`src/rtl/memory_access_cycle_if.sv`:
```
// Data-memory bus between the memory stage (master) and the data memory (slave).
interface memory_access_cycle_if;
  logic        mem_read;
  logic        mem_write;
  logic [31:0] mem_address;
  logic [31:0] mem_writedata;
  logic [3:0]  mem_byteen;
  logic [31:0] mem_readdata;
  logic        mem_busywait;

  modport master (
    output mem_read, mem_write, mem_address, mem_writedata, mem_byteen,
    input  mem_readdata, mem_busywait
  );

  modport slave (
    input  mem_read, mem_write, mem_address, mem_writedata, mem_byteen,
    output mem_readdata, mem_busywait
  );
endinterface

```
`src/rtl/memory_access_cycle.sv`:
```
// Memory stage of the RV32 pipeline: EX/MEM register, data-memory handshake,
// store lane steering, load extraction and the MEM/WB register.
// Optional feature: define MEM_ACCESS_TIMEOUT_EN to abort accesses that stay
// busy for 255 WAIT cycles (MemErrW pulse); otherwise WAIT is unbounded.
//
// state  | meaning
// S_RUN  | new op in EX/MEM; issue the access, complete if memory is ready
// S_WAIT | memory busy; request held stable until busywait drops
module memory_access_cycle (
  input  logic                          CLK,
  input  logic                          RESETn,
  input  logic [31:0]                   ALUOutM,
  input  logic [31:0]                   StoreCounterOutM,
  input  logic [5:0]                    ALUSelectM,
  input  logic [4:0]                    WriteAddressM,
  input  logic                          RegWriteM,
  input  logic                          MemReadM,
  input  logic                          MemWriteM,
  output logic                          StallM,
  memory_access_cycle_if.master         mem,
  output logic [31:0]                   ReadDataW,
  output logic [31:0]                   ALUOutW,
  output logic [4:0]                    WriteAddressW,
  output logic                          RegWriteW,
  output logic                          MemReadW,
  output logic                          MisalignW,
  output logic                          MemErrW
);

  typedef enum logic {S_RUN = 1'b0, S_WAIT = 1'b1} state_t;

  // Only funct3 matters in this stage; the upper select bits belong to execute.
  logic unused_sel;
  assign unused_sel = ^ALUSelectM[5:3];

  state_t      state_q, state_d;

  logic [31:0] ex_alu_q, ex_alu_d;
  logic [31:0] ex_data_q, ex_data_d;
  logic [2:0]  ex_f3_q, ex_f3_d;
  logic [4:0]  ex_wa_q, ex_wa_d;
  logic        ex_rw_q, ex_rw_d;
  logic        ex_mr_q, ex_mr_d;
  logic        ex_mw_q, ex_mw_d;

  logic [31:0] wb_rdata_q, wb_rdata_d;
  logic [31:0] wb_alu_q, wb_alu_d;
  logic [4:0]  wb_wa_q, wb_wa_d;
  logic        wb_rw_q, wb_rw_d;
  logic        wb_mr_q, wb_mr_d;
  logic        wb_mis_q, wb_mis_d;

  logic [1:0]  lane;
  logic        aligned, access, misalign, stall, timeout_hit;
  logic        rd_o, wr_o;
  logic [31:0] wdata_o, shifted, load_data;
  logic [3:0]  be_o;

  assign lane = ex_alu_q[1:0];

  // Alignment decode from the latched op: halfwords need bit 0 clear, words need both.
  always_comb begin
    aligned = 1'b1;
    if (ex_f3_q[1:0] == 2'b01 && lane[0])        aligned = 1'b0;
    if (ex_f3_q[1:0] == 2'b10 && lane != 2'b00)  aligned = 1'b0;
    access   = (ex_mr_q | ex_mw_q) & aligned;
    misalign = (ex_mr_q | ex_mw_q) & ~aligned;
  end

`ifdef MEM_ACCESS_TIMEOUT_EN
  logic [7:0] tmo_cnt_q, tmo_cnt_d;
  logic       mem_err_q, mem_err_d;

  assign timeout_hit = (state_q == S_WAIT) && (tmo_cnt_q == 8'hFF) && mem.mem_busywait;

  // Busy-cycle counter: counts while waiting, cleared whenever the FSM is in RUN.
  always_comb begin
    tmo_cnt_d = (state_q == S_WAIT) ? tmo_cnt_q + 8'd1 : 8'd0;
    mem_err_d = timeout_hit;
  end

  // Timeout counter and error flag registers.
  always_ff @(posedge CLK or negedge RESETn) begin
    if (!RESETn) begin
      tmo_cnt_q <= 8'd0;
      mem_err_q <= 1'b0;
    end else begin
      tmo_cnt_q <= tmo_cnt_d;
      mem_err_q <= mem_err_d;
    end
  end

  assign MemErrW = mem_err_q;
`else
  assign timeout_hit = 1'b0;
  assign MemErrW     = 1'b0;
`endif

  // FSM state register.
  always_ff @(posedge CLK or negedge RESETn) begin
    if (!RESETn) state_q <= S_RUN;
    else         state_q <= state_d;
  end

  // FSM next-state logic.
  always_comb begin
    state_d = state_q;
    case (state_q)
      S_RUN:   if (access && mem.mem_busywait && !timeout_hit) state_d = S_WAIT;
      S_WAIT:  if (!mem.mem_busywait || timeout_hit)          state_d = S_RUN;
      default: state_d = S_RUN;
    endcase
  end

  // FSM outputs: stall, request strobes and store lane steering.
  always_comb begin
    stall   = access & mem.mem_busywait & ~timeout_hit;
    rd_o    = access & ex_mr_q;
    wr_o    = access & ex_mw_q & ~ex_mr_q;
    be_o    = 4'b0000;
    wdata_o = 32'h0;
    if (wr_o) begin
      case (ex_f3_q[1:0])
        2'b00: begin
          be_o    = 4'b0001 << lane;
          wdata_o = {24'h0, ex_data_q[7:0]} << {lane, 3'b000};
        end
        2'b01: begin
          be_o    = 4'b0011 << {lane[1], 1'b0};
          wdata_o = {16'h0, ex_data_q[15:0]} << {lane[1], 4'b0000};
        end
        default: begin
          be_o    = 4'b1111;
          wdata_o = ex_data_q;
        end
      endcase
    end
  end

  assign StallM            = stall;
  assign mem.mem_read      = rd_o;
  assign mem.mem_write     = wr_o;
  assign mem.mem_address   = {ex_alu_q[31:2], 2'b00};
  assign mem.mem_writedata = wdata_o;
  assign mem.mem_byteen    = be_o;

  // Load extraction: bring the addressed lane down, then extend per funct3.
  always_comb begin
    shifted = mem.mem_readdata >> {lane, 3'b000};
    case (ex_f3_q)
      3'b000:  load_data = {{24{shifted[7]}}, shifted[7:0]};
      3'b001:  load_data = {{16{shifted[15]}}, shifted[15:0]};
      3'b100:  load_data = {24'h0, shifted[7:0]};
      3'b101:  load_data = {16'h0, shifted[15:0]};
      default: load_data = shifted;
    endcase
  end

  // EX/MEM next value: load on every unstalled edge, hold while stalled.
  always_comb begin
    ex_alu_d  = ex_alu_q;
    ex_data_d = ex_data_q;
    ex_f3_d   = ex_f3_q;
    ex_wa_d   = ex_wa_q;
    ex_rw_d   = ex_rw_q;
    ex_mr_d   = ex_mr_q;
    ex_mw_d   = ex_mw_q;
    if (!stall) begin
      ex_alu_d  = ALUOutM;
      ex_data_d = StoreCounterOutM;
      ex_f3_d   = ALUSelectM[2:0];
      ex_wa_d   = WriteAddressM;
      ex_rw_d   = RegWriteM;
      ex_mr_d   = MemReadM;
      ex_mw_d   = MemWriteM;
    end
  end

  // MEM/WB next value: completion writes back, faulted ops and stalls become bubbles.
  always_comb begin
    wb_rdata_d = wb_rdata_q;
    wb_alu_d   = wb_alu_q;
    wb_wa_d    = wb_wa_q;
    wb_rw_d    = 1'b0;
    wb_mr_d    = 1'b0;
    wb_mis_d   = 1'b0;
    if (!stall) begin
      wb_rdata_d = load_data;
      wb_alu_d   = ex_alu_q;
      wb_wa_d    = ex_wa_q;
      wb_rw_d    = ex_rw_q & ~misalign & ~timeout_hit;
      wb_mr_d    = ex_mr_q & ~misalign & ~timeout_hit;
      wb_mis_d   = misalign;
    end
  end

  // Pipeline registers; reset leaves both stages holding a bubble.
  always_ff @(posedge CLK or negedge RESETn) begin
    if (!RESETn) begin
      ex_alu_q   <= 32'h0;
      ex_data_q  <= 32'h0;
      ex_f3_q    <= 3'b000;
      ex_wa_q    <= 5'd0;
      ex_rw_q    <= 1'b0;
      ex_mr_q    <= 1'b0;
      ex_mw_q    <= 1'b0;
      wb_rdata_q <= 32'h0;
      wb_alu_q   <= 32'h0;
      wb_wa_q    <= 5'd0;
      wb_rw_q    <= 1'b0;
      wb_mr_q    <= 1'b0;
      wb_mis_q   <= 1'b0;
    end else begin
      ex_alu_q   <= ex_alu_d;
      ex_data_q  <= ex_data_d;
      ex_f3_q    <= ex_f3_d;
      ex_wa_q    <= ex_wa_d;
      ex_rw_q    <= ex_rw_d;
      ex_mr_q    <= ex_mr_d;
      ex_mw_q    <= ex_mw_d;
      wb_rdata_q <= wb_rdata_d;
      wb_alu_q   <= wb_alu_d;
      wb_wa_q    <= wb_wa_d;
      wb_rw_q    <= wb_rw_d;
      wb_mr_q    <= wb_mr_d;
      wb_mis_q   <= wb_mis_d;
    end
  end

  assign ReadDataW     = wb_rdata_q;
  assign ALUOutW       = wb_alu_q;
  assign WriteAddressW = wb_wa_q;
  assign RegWriteW     = wb_rw_q;
  assign MemReadW      = wb_mr_q;
  assign MisalignW     = wb_mis_q;

endmodule

```
`src/flat_wrapper.sv`:
```
// flat-port wrapper written by rule: the top's interface ports become plain ports
module memory_access_cycle_flat 
  (CLK, RESETn, ALUOutM, StoreCounterOutM, ALUSelectM, WriteAddressM, RegWriteM, MemReadM, MemWriteM, StallM, ReadDataW, ALUOutW, WriteAddressW, RegWriteW, MemReadW, MisalignW, MemErrW, mem_mem_read, mem_mem_write, mem_mem_address, mem_mem_writedata, mem_mem_byteen, mem_mem_readdata, mem_mem_busywait);
  memory_access_cycle_if mem_i ();
  input  logic CLK;
  input  logic RESETn;
  input  logic [31:0] ALUOutM;
  input  logic [31:0] StoreCounterOutM;
  input  logic [5:0] ALUSelectM;
  input  logic [4:0] WriteAddressM;
  input  logic RegWriteM;
  input  logic MemReadM;
  input  logic MemWriteM;
  output logic StallM;
  output logic [31:0] ReadDataW;
  output logic [31:0] ALUOutW;
  output logic [4:0] WriteAddressW;
  output logic RegWriteW;
  output logic MemReadW;
  output logic MisalignW;
  output logic MemErrW;
  output wire logic [$bits(mem_i.mem_read)-1:0] mem_mem_read;
  output wire logic [$bits(mem_i.mem_write)-1:0] mem_mem_write;
  output wire logic [$bits(mem_i.mem_address)-1:0] mem_mem_address;
  output wire logic [$bits(mem_i.mem_writedata)-1:0] mem_mem_writedata;
  output wire logic [$bits(mem_i.mem_byteen)-1:0] mem_mem_byteen;
  input wire logic [$bits(mem_i.mem_readdata)-1:0] mem_mem_readdata;
  input wire logic [$bits(mem_i.mem_busywait)-1:0] mem_mem_busywait;
  assign mem_mem_read = mem_i.mem_read;
  assign mem_mem_write = mem_i.mem_write;
  assign mem_mem_address = mem_i.mem_address;
  assign mem_mem_writedata = mem_i.mem_writedata;
  assign mem_mem_byteen = mem_i.mem_byteen;
  assign mem_i.mem_readdata = mem_mem_readdata;
  assign mem_i.mem_busywait = mem_mem_busywait;
  memory_access_cycle u_core (.CLK(CLK), .RESETn(RESETn), .ALUOutM(ALUOutM), .StoreCounterOutM(StoreCounterOutM), .ALUSelectM(ALUSelectM), .WriteAddressM(WriteAddressM), .RegWriteM(RegWriteM), .MemReadM(MemReadM), .MemWriteM(MemWriteM), .StallM(StallM), .mem(mem_i), .ReadDataW(ReadDataW), .ALUOutW(ALUOutW), .WriteAddressW(WriteAddressW), .RegWriteW(RegWriteW), .MemReadW(MemReadW), .MisalignW(MisalignW), .MemErrW(MemErrW));
endmodule
```
`config.mk`:
```
export PLATFORM = sky130hd
export DESIGN_NAME = memory_access_cycle_flat
export DESIGN_NICKNAME = d
export VERILOG_FILES = /design/src/rtl/memory_access_cycle_if.sv /design/src/rtl/memory_access_cycle.sv /design/src/flat_wrapper.sv
export SDC_FILE = /design/constraint.sdc
export NUM_CORES = 1
export LEC_CHECK = 0
export ABC_AREA = 1
export CAP_MARGIN = 20
export CORE_ASPECT_RATIO = 0.6
export CORE_UTILIZATION = 41
export CTS_CLUSTER_SIZE = 20
export DETAILED_ROUTE_END_ITERATION = 8
export GPL_TIMING_DRIVEN = 0
export PLACE_DENSITY = 0.77
export SKIP_LAST_GASP = 1
export SYNTH_ARGS = -nofsm -noshare
export SYNTH_HDL_FRONTEND = slang
export SYNTH_SLANG_ARGS = --single-unit
```
`constraint.sdc`:
```
create_clock -name CLK -period 1.67 [get_ports CLK]
set_input_delay 0.501 -clock CLK [delete_from_list [all_inputs] [get_ports CLK]]
set_output_delay 0.501 -clock CLK [all_outputs]
set_load 0.005 [all_outputs]
```
==> results.py <==
metrics = {
    "yosys": {
        "syn_avg_cell_area_sq_um": 7.63,
        "synth_seq_area_share_pct": 51.9,
        "synth_cell_type_count": 30,
        "ys_warn_count": 0,
        "synth_area_sq_mm": 0.00709,
        "ys_top_cells_by_area": "dfrtp_1, nand2_1, buf_4",
        "ys_ff_latch": 147,
        "synth_top_area_share_pct": 51.9,
        "yosys.area.top_type": "dfrtp_1",
        "netlist_instances": 929,
    },
    "route": {
        "final_antenna_net_count": 0,
        "vias": 7990,
        "route.detailed.drc": 0,
        "via_per_inst": 5.12,
        "drtPass1Iterations": 5,
        "dr.first_iter.drc_count": 707,
        "wire_per_inst_um": 18.4,
        "finalWirelength_mm": 28.7,
    },
    "flow_run": {
        "cap_viol_max_count": 0,
    },
    "cells_and_area": {
        "drive_above_1_share_pct": 29.0,
        "final_nets": 1434,
        "areaGrowthSynthToFinish_pct": 77.0,
        "n_antenna_cell": 0,
        "instances_no_fill": 1561,
    },
    "placed_design": {
        "dp_cells": 1410,
        "io_buffers": 250,
        "place_congestion": 0.909,
        "dp_hpwl_mm": 17.3,
    },
    "global_route": {
        "grt_usage_pct": 30.2,
        "grt_pass1_vias": 7647,
        "grt_pass1_wl_mm": 40.9,
        "grt_overflow": 0,
        "grt_start_max_net_pins": 81,
        "grt_antenna_before_repair": 1,
    },
    "setup_path": {
        "critPathMaxStageDelay_ns": 0.44,
        "crit_path_frequent_cell": "buf_12",
        "crit_type": "flop to output pin",
        "cp_max_fo": 6,
        "worst_setup_path_end_kind": "output pin",
        "crit_start": "u_core.ex_alu_q[0]",
        "reg2regPathDepth": 12,
        "crit_chain": "inv_4, nand2_8, nand3_4, nand4_1, buf_6, buf_12, buf_12, buf_12, nor2_4, buf_2",
        "r2r_start": "u_core.ex_alu_q[0]",
        "cp-start-kind": "flop",
        "required_ns": 1.17,
        "crit_slowest_cell": "dfrtp_1",
        "arrival_ns": 2.03,
    },
    "power_and_ir_drop": {
        "leakagePower_nw": 6.49,
        "p_per_area_mw_per_mm2": 1540,
        "ir_drop_uv": 737,
    },
    "clocking": {
        "cts_buffers": 17,
        "cts_root_buf": "clkbuf_16",
        "tritoncts": "yes",
        "cts.sinks": 147,
        "clock_path_buffers": 2,
        "clock_latency_ns": 0.42,
        "ctsHtreeMaxLevel": 4,
        "cts.clk_slew.worst_paths_ns": 0.07,
    },
    "floorplanning": {
        "die_y_um": 104,
        "start_util_pct": 42.8,
        "ios": 257,
        "dieArea_sq_mm": 0.0178,
        "die_w_um": 172,
        "row_count": 36,
        "fp.coreArea_sq_mm": 0.0166,
    },
    "min_path": {
        "hold_class": "primary input to async pin",
    },
    "run_status": {
        "violations": "setup timing",
        "status": "complete, but fails checks",
    },
    "timing": {
        "timing.final.ws_setup_ns": -0.858,
        "whs_ns": 0.0838,
        "period_minus_slack_ns": 2.53,
        "finalMaxSlewViolations": 0,
        "tightest_slew_ns": 0.682,
        "timing.fmax_mhz": 396,
        "rsz0062_at_grt": "yes",
        "post-route-period-util_pct": 151,
        "finalHoldViolations": 0,
        "clock_skew_ns": 0.0177,
        "finalSetupViolCount": 184,
        "slew_headroom_pct": 54.5,
    },
}
-- critical path: cells and delay by family (launching register included) --
kind	cells	cell delay (ns)
buffers and inverters	6	0.82
DFF	1	0.44
and+or+nand+nor	4	0.34
-- timing repair --
action	4_1_cts	5_1_grt
setup buffers	89	19
pin swaps	43	36
hold buffers	0	0
setup endpoints to repair	168	187
gates resized for setup	390	160
cloned	5	14
-- synth_stat cells, drive strengths merged --
library cell	number
nor3	3
dfrtp	147
buf	68
nand3	31
inv	72
conb	1
clkbuf	10
clkinv	1
a21oi	5
nor2	93
a22oi	1
a31oi	8
or2	1
nand2	413
nand4	1
o22ai	16
o21ai	58
-- per-stage QoR --
step / setup slack [ns] / TNS [ns] / cell area, sq um / power, mW / util, %
floorplan: -0.0666 / -1.11 / 7250 / 9.02 / -
global placement: -6.49 / -955.97 / 10000 / 12.8 / 60.6
detailed placement: -1.29 / -89.70 / 10100 / 12.9 / 60.7
CTS: -0.798 / -27.18 / 11600 / 17.5 / 69.9
global route: -0.856 / -52.61 / 12500 / 20.3 / 75.7
finish: -0.858 / -48.18 / 12500 / 19.3 / 75.7
-- metal layers --
layer  part of all wire [%]  global-route usage [%]
met1                     43                    41.7
met2                     44                    44.9
met3                     10                    9.29
met4                    2.5                    9.67
met5                      0                       0
-- flip-flops by register name (all words and copies together) (netlist names) --
register / count
u_core.ex_mr_q: 1
u_core.MemReadW: 1
u_core.ex_wa_q: 5
u_core.ex_rw_q: 1
u_core.ex_f3_q: 3
u_core.RegWriteW: 1
u_core.ex_alu_q: 32
u_core.MisalignW: 1
u_core.WriteAddressW: 5
u_core.ex_data_q: 32
u_core.ex_mw_q: 1
u_core.ALUOutW: 32
u_core.ReadDataW: 32
-- final timing paths --
kind | to | slack [ns]
max in group asynchronous | u_core.ex_data_q[27] | 0.74
worst min-delay path | u_core.ex_alu_q[6] | 0.08
worst max-delay path | mem_mem_writedata[20] | -0.86
worst min register to register | u_core.ALUOutW[26] | 0.46
worst max register to register | u_core.ex_data_q[16] | -0.21
min in group CLK | u_core.ALUOutW[26] | 0.46
-- cells by family after synthesis --
kind of cell,share of synthesized area [%]
and+or+nand+nor,30.2
other,0.0529
DFF,51.9
AOI/OAI and AO/OA,6.78
buffers and inverters,11.0
-- layout by cell type, fill, tap and decap left out, types with 27 or more instances in the layout --
master,instances
dlygate4sd2_1,73
clkdlybuf4s15_1,29
clkbuf_16,32
buf_6,27
clkdlybuf4s50_1,108
buf_2,39
nor2_1,57
nor2_4,31
buf_4,114
o21ai_1,29
dfrtp_1,145
o21ai_0,28
nand2_1,381
inv_1,61
-- cell type report --
class / count / area, sq um
inverter: 73 / 297
buffer: 77 / 811
tap: 228 / 285
clock buffer: 17 / 425
timing repair inverter: 1 / 8.76
sequential: 147 / 3680
clock inverter: 14 / 118
timing repair buffer: 370 / 3580
multi-input combinational: 634 / 3340
fill: 1231 / 4030
-- report_power, final --
group | internal [mW] | switching, mW
Combinational | 5.02 | 4.99
Clock | 1.94 | 1.69
Sequential | 4.82 | 0.803
Power figures use the tool's default switching activity.
